[src/rtl/fifo_pkg.sv]
// Shared async-FIFO helpers used by both the read-side and write-side pointer controllers.
// Gray/binary conversions work on a wide vector; callers zero-extend and truncate to pointer width.
package fifo_pkg;

  localparam int unsigned ADDRESS_WIDTH = 4;
  localparam int unsigned PTR_W         = ADDRESS_WIDTH + 1;
  localparam int unsigned MAX_W         = 32;

  function automatic logic [MAX_W-1:0] bin2gray(input logic [MAX_W-1:0] bin);
    return (bin >> 1) ^ bin;
  endfunction

  // Zero-extended upper bits leave the prefix XOR of the real bits unchanged.
  function automatic logic [MAX_W-1:0] gray2bin(input logic [MAX_W-1:0] gray);
    logic [MAX_W-1:0] bin;
    bin = gray;
    for (int i = 1; i < MAX_W; i++) begin
      bin = bin ^ (gray >> i);
    end
    return bin;
  endfunction

endpackage

[src/rtl/fifo_read_ctrl_if.sv]
// Read-side FIFO control bundle: read request, synchronized write pointer in; address and status out.
interface fifo_read_ctrl_if
  import fifo_pkg::*;
#(
  parameter int unsigned ADDRESS_WIDTH = fifo_pkg::ADDRESS_WIDTH
);
  logic                     R_INC;
  logic [ADDRESS_WIDTH:0]   Rq2_Wptr;
  logic                     UF_CLR;
  logic [ADDRESS_WIDTH-1:0] R_ADDR;
  logic [ADDRESS_WIDTH:0]   R_PTR;
  logic                     R_EMPTY;
  logic                     R_ALMOST_EMPTY;
  logic [ADDRESS_WIDTH:0]   R_LEVEL;
  logic                     R_UNDERFLOW;

  // Reader and write-pointer synchronizer side.
  modport master (
    output R_INC, Rq2_Wptr, UF_CLR,
    input  R_ADDR, R_PTR, R_EMPTY, R_ALMOST_EMPTY, R_LEVEL, R_UNDERFLOW
  );

  // Read pointer controller side.
  modport slave (
    input  R_INC, Rq2_Wptr, UF_CLR,
    output R_ADDR, R_PTR, R_EMPTY, R_ALMOST_EMPTY, R_LEVEL, R_UNDERFLOW
  );
endinterface

[src/rtl/fifo_read_ctrl.sv]
// Async FIFO read-domain controller: binary/Gray read pointer, registered empty,
// almost-empty and fill level against the synchronized write pointer, sticky underflow.
module fifo_read_ctrl
  import fifo_pkg::*;
#(
  parameter int unsigned ADDRESS_WIDTH = fifo_pkg::ADDRESS_WIDTH,
  parameter int unsigned AE_LEVEL      = 2
) (
  input logic              CLK,
  input logic              RST,
  fifo_read_ctrl_if.slave  bus
);

  localparam int unsigned PtrW = ADDRESS_WIDTH + 1;

  logic [PtrW-1:0] rbin_q, rbin_d;
  logic [PtrW-1:0] rptr_q, rptr_d;
  logic [PtrW-1:0] level_q, level_d;
  logic [PtrW-1:0] wbin;
  logic            empty_q, empty_d;
  logic            ae_q, ae_d;
  logic            uf_q, uf_d;
  logic            rd_en;

  always_comb begin
    rd_en   = bus.R_INC & ~empty_q;
    rbin_d  = rbin_q + PtrW'(rd_en);
    rptr_d  = PtrW'(bin2gray(32'(rbin_d)));
    wbin    = PtrW'(gray2bin(32'(bus.Rq2_Wptr)));
    // Status reflects the read accepted this cycle and the current write pointer together.
    level_d = wbin - rbin_d;
    empty_d = (rptr_d == bus.Rq2_Wptr);
    ae_d    = (32'(level_d) <= AE_LEVEL);
    // A new underflow beats a simultaneous clear.
    uf_d    = (bus.R_INC & empty_q) | (uf_q & ~bus.UF_CLR);
  end

  always_ff @(posedge CLK or posedge RST) begin
    if (RST) begin
      rbin_q  <= '0;
      rptr_q  <= '0;
      level_q <= '0;
      empty_q <= 1'b1;
      ae_q    <= 1'b1;
      uf_q    <= 1'b0;
    end else begin
      rbin_q  <= rbin_d;
      rptr_q  <= rptr_d;
      level_q <= level_d;
      empty_q <= empty_d;
      ae_q    <= ae_d;
      uf_q    <= uf_d;
    end
  end

  assign bus.R_ADDR         = rbin_q[ADDRESS_WIDTH-1:0];
  assign bus.R_PTR          = rptr_q;
  assign bus.R_EMPTY        = empty_q;
  assign bus.R_ALMOST_EMPTY = ae_q;
  assign bus.R_LEVEL        = level_q;
  assign bus.R_UNDERFLOW    = uf_q;

endmodule
[src/flat_wrapper.sv]
// flat-port wrapper written by rule: the top's interface ports become plain ports
module fifo_read_ctrl_flat import fifo_pkg::*;
#(
  parameter int unsigned ADDRESS_WIDTH = fifo_pkg::ADDRESS_WIDTH,
  parameter int unsigned AE_LEVEL      = 2
)
  (CLK, RST, bus_R_INC, bus_Rq2_Wptr, bus_UF_CLR, bus_R_ADDR, bus_R_PTR, bus_R_EMPTY, bus_R_ALMOST_EMPTY, bus_R_LEVEL, bus_R_UNDERFLOW);
  fifo_read_ctrl_if #(.ADDRESS_WIDTH(ADDRESS_WIDTH)) bus_i ();
  input logic CLK;
  input logic RST;
  input wire logic [$bits(bus_i.R_INC)-1:0] bus_R_INC;
  input wire logic [$bits(bus_i.Rq2_Wptr)-1:0] bus_Rq2_Wptr;
  input wire logic [$bits(bus_i.UF_CLR)-1:0] bus_UF_CLR;
  output wire logic [$bits(bus_i.R_ADDR)-1:0] bus_R_ADDR;
  output wire logic [$bits(bus_i.R_PTR)-1:0] bus_R_PTR;
  output wire logic [$bits(bus_i.R_EMPTY)-1:0] bus_R_EMPTY;
  output wire logic [$bits(bus_i.R_ALMOST_EMPTY)-1:0] bus_R_ALMOST_EMPTY;
  output wire logic [$bits(bus_i.R_LEVEL)-1:0] bus_R_LEVEL;
  output wire logic [$bits(bus_i.R_UNDERFLOW)-1:0] bus_R_UNDERFLOW;
  assign bus_i.R_INC = bus_R_INC;
  assign bus_i.Rq2_Wptr = bus_Rq2_Wptr;
  assign bus_i.UF_CLR = bus_UF_CLR;
  assign bus_R_ADDR = bus_i.R_ADDR;
  assign bus_R_PTR = bus_i.R_PTR;
  assign bus_R_EMPTY = bus_i.R_EMPTY;
  assign bus_R_ALMOST_EMPTY = bus_i.R_ALMOST_EMPTY;
  assign bus_R_LEVEL = bus_i.R_LEVEL;
  assign bus_R_UNDERFLOW = bus_i.R_UNDERFLOW;
  fifo_read_ctrl #(.ADDRESS_WIDTH(ADDRESS_WIDTH), .AE_LEVEL(AE_LEVEL)) u_core (.CLK(CLK), .RST(RST), .bus(bus_i));
endmodule
[config.mk]
export PLATFORM = sky130hd
export DESIGN_NAME = fifo_read_ctrl_flat
export DESIGN_NICKNAME = d
export VERILOG_FILES = /design/src/rtl/fifo_pkg.sv /design/src/rtl/fifo_read_ctrl_if.sv /design/src/rtl/fifo_read_ctrl.sv /design/src/flat_wrapper.sv
export SDC_FILE = /design/constraint.sdc
export NUM_CORES = 1
export LEC_CHECK = 0
export BUFFER_PORTS_ARGS = -buffer_cell sky130_fd_sc_hd__buf_2
export CORE_UTILIZATION = 54
export DETAILED_ROUTE_END_ITERATION = 7
export PLACE_DENSITY_LB_ADDON = 0.12
export SETUP_SLACK_MARGIN = 0.1
export SLEW_MARGIN = 20
export SYNTH_ARGS = -nofsm -noshare
export SYNTH_HDL_FRONTEND = slang
export SYNTH_SLANG_ARGS = --single-unit
export TNS_END_PERCENT = 100
[constraint.sdc]
create_clock -name CLK -period 6.3 [get_ports CLK]
set_clock_uncertainty 0.1 [all_clocks]
set_input_delay 1.26 -clock CLK [delete_from_list [all_inputs] [get_ports CLK]]
set_output_delay 1.26 -clock CLK [all_outputs]
set_load 0.01 [all_outputs]
==> results.yml <==
outcome:
  status: "finished, final reports clean"
sta:
  finalHoldViolCount: 0
  fmax_ghz: 0.278
  rsz0062_at_grt: "no"
  worst_pin_slew_ps: 626
  tns_ps: 0
  holdWs_ps: 433
  period_share: 0.571
  min_period_ps: 3590
  slew_viol_final: 0
  setup_viol: 0
  relSlewSlack: 0.582
place:
  hpwl_mm: 1.20
  post-place-cells: 113
  post_dp_cell_area_sq_mm: 0.00105
  io_buffers: 25
  gp_congestion: 0.738
floorplan:
  start_util: 0.594
  dieArea_sq_mm: 0.00186
  pin_count: 26
  core_sq_mm: 0.00154
  die_w_um: 43.2
  row_count: 14
  die-height_um: 43.2
yosys:
  syn_nets: 90
  avgSynthCellArea_sq_um: 12.4
  synthCells: 74
  seq_area_frac_synth: 0.467
  yosysWarnings: 0
  synth_area_sq_um: 916
  ys_ff_latch: 17
  synth_cell_types: 22
cells_and_area:
  n_antenna_cell: 0
  fin_nets: 118
  drive_above_1_share: 0.327
  stdcell_area_sq_mm: 0.00107
  layout.cells.non_filler: 117
  area_growth_pct: 17.2
drt:
  vias: 594
  detail_route.first_pass.iterations: 4
  drtIter0Drc: 14
  drc: 0
  wire_per_inst_um: 12.8
  vias_per_cell: 5.08
  routed_wl_mm: 1.50
  ant_nets: 0
critical_path:
  cp-startpoint: "bus_Rq2_Wptr[4]"
  slowest_stage: "xor3_2"
  crit_path_cell_trace: "buf_2, xor3_2, xor2_1, xnor2_1, ha_1, inv_1, fa_1, a31oi_1, xnor2_1, a2111oi_2"
  cp.required_ps: 6390
  cpMostUsedCell: "xnor2_1"
  critical-path-top-delay-family: "XOR/XNOR gates"
  rr_startpoint: "u_core.bus.R_EMPTY"
  cpPeakStageDelay_ps: 480
  critPathBufInv: 2
  critPathCaptureType: "flop"
  critical_path.max_fanout: 3
  arrival_ps: 3690
  criticalPathCategory: "input pin to flop"
  cp-start-kind: "input pin"
worst_hold_path:
  worstHoldStart: "u_core.bus.R_EMPTY"
  hp-class: "flop to flop"
cts:
  cts_resized: 0
  clk_pin_slew_worst_paths_ps: 100
  post-cts-setup-buffers: 0
  cts_buffers: 3
  clock_path_buffers: 2
  clockRootBuffer: "clkbuf_4"
  cts_hold_buffers: 0
  htreeDepth: 1
  insertion_delay_ps: 290
  clock_sinks: 17
  cts_tree: "yes"
global_route:
  grt_pass1_vias: 583
  grt_pass1_wl_mm: 2.62
  grt-ovfl-total: 0
  grt_usage: 0.198
  grt_max_degree: 18
  antenna_found_initial: 0
power:
  power.leakage_nw: 0.543
  powerDensity_mw_per_mm2: 625
  peakVddDrop_uv: 368
job:
  drv_cap: 0
==> worst min-delay path: stages, from the launching register on <==
cell     delay, ps
dfstp_2        380
nand2_1         50
o21ai_0         70
==> where the power goes <==
part,leakage (nW),switching [mW],total [mW],internal [mW]
logic,0.326,0.217,0.410,0.193
clock network,0.0177,0.0330,0.0566,0.0236
registers,0.199,0.0331,0.204,0.171
total,0.543,0.284,0.671,0.387
==> sequential cells by signal, indices dropped and copies added (netlist names) <==
register,cells
u_core.bus.R_EMPTY,1
u_core.bus.R_LEVEL,5
u_core.bus.R_PTR,4
u_core.bus.R_ALMOST_EMPTY,1
u_core.bus.R_UNDERFLOW,1
u_core.rbin_q,5
==> per-layer routing <==
metal  routed length, um  up-vias  track usage
li1                    -      294            -
met1                 693      273        0.251
met2                 693       22        0.304
met3                  76        5       0.0468
met4                  33        0        0.115
met5                   0        -            0
==> cell families (layout without fill, tap and decap cells) <==
kind of cell / after synthesis / after routing / synth area share
AND/OR/NAND/NOR: 9 / 9 / 0.0601
adder cells (fa/ha/maj): 7 / 7 / 0.104
buffers and inverters: 10 / 37 / 0.0492
XOR/XNOR: 23 / 23 / 0.254
AO/OA/AOI/OAI: 8 / 8 / 0.0656
flip-flops: 17 / 17 / 0.467
==> cell usage after synthesis, drive strengths merged <==
cell,count,area [sq um]
dfrtp,15,375
xnor2,15,131
inv,8,30.0
ha,6,75.1
xor2,6,52.6
a21o,2,15.0
a21oi,2,10.0
buf,2,15.0
dfstp,2,52.6
nand2,2,7.51
nand3,2,10.0
nor2b,2,12.5
xor3,2,48.8
a2111oi,1,15.0
a311oi,1,8.76
a31oi,1,6.26
and3b,1,8.76
and4b,1,10.0
fa,1,20.0
nand4,1,6.26
o21ai,1,5.00
==> cells in the final DEF (no fill, tap or decap) <==
cell,instances
a21oi_1,2
clkinv_2,1
o21ai_0,1
nand3_1,2
a21o_1,2
xor2_1,6
nand2_1,2
a31oi_1,1
nand4_1,1
xor3_2,1
buf_2,25
dfstp_2,2
xor3_1,1
nor2b_1,2
clkbuf_4,3
and3b_1,1
xnor2_1,15
a311oi_1,1
inv_1,8
a2111oi_2,1
and4b_1,1
fa_1,1
dfrtp_1,15
ha_1,6
==> layout make-up <==
class / count / area, sq um
clock buffers: 3 / 22.5
clock inverters: 1 / 5.00
fillers: 124 / 468
inverters: 8 / 30.0
multi-input cells: 47 / 443
flip-flops and latches: 17 / 428
well taps: 16 / 20.0
repair buffers: 25 / 125
==> worst paths after layout <==
path	to	slack (ps)	cells past startpoint
max	u_core.bus.R_ALMOST_EMPTY	2710	10
min	u_core.bus.R_UNDERFLOW	430	2
max reg2reg	u_core.bus.R_ALMOST_EMPTY	3670	9
min reg2reg	u_core.bus.R_UNDERFLOW	430	2
max in group asynchronous	u_core.bus.R_UNDERFLOW	4760	2
min in group asynchronous	u_core.bus.R_LEVEL[1]	930	2
==> per-stage QoR <==
stage / setup WS [ps] / utilization / power [mW]
floorplan: 2730 / - / 0.520
global placement: 2520 / 0.679 / 0.607
detailed placement: 2380 / 0.679 / 0.620
CTS: 2690 / 0.696 / 0.679
global route: 2470 / 0.696 / 0.733
finish: 2710 / 0.696 / 0.671
Power figures use the tool's default switching activity.
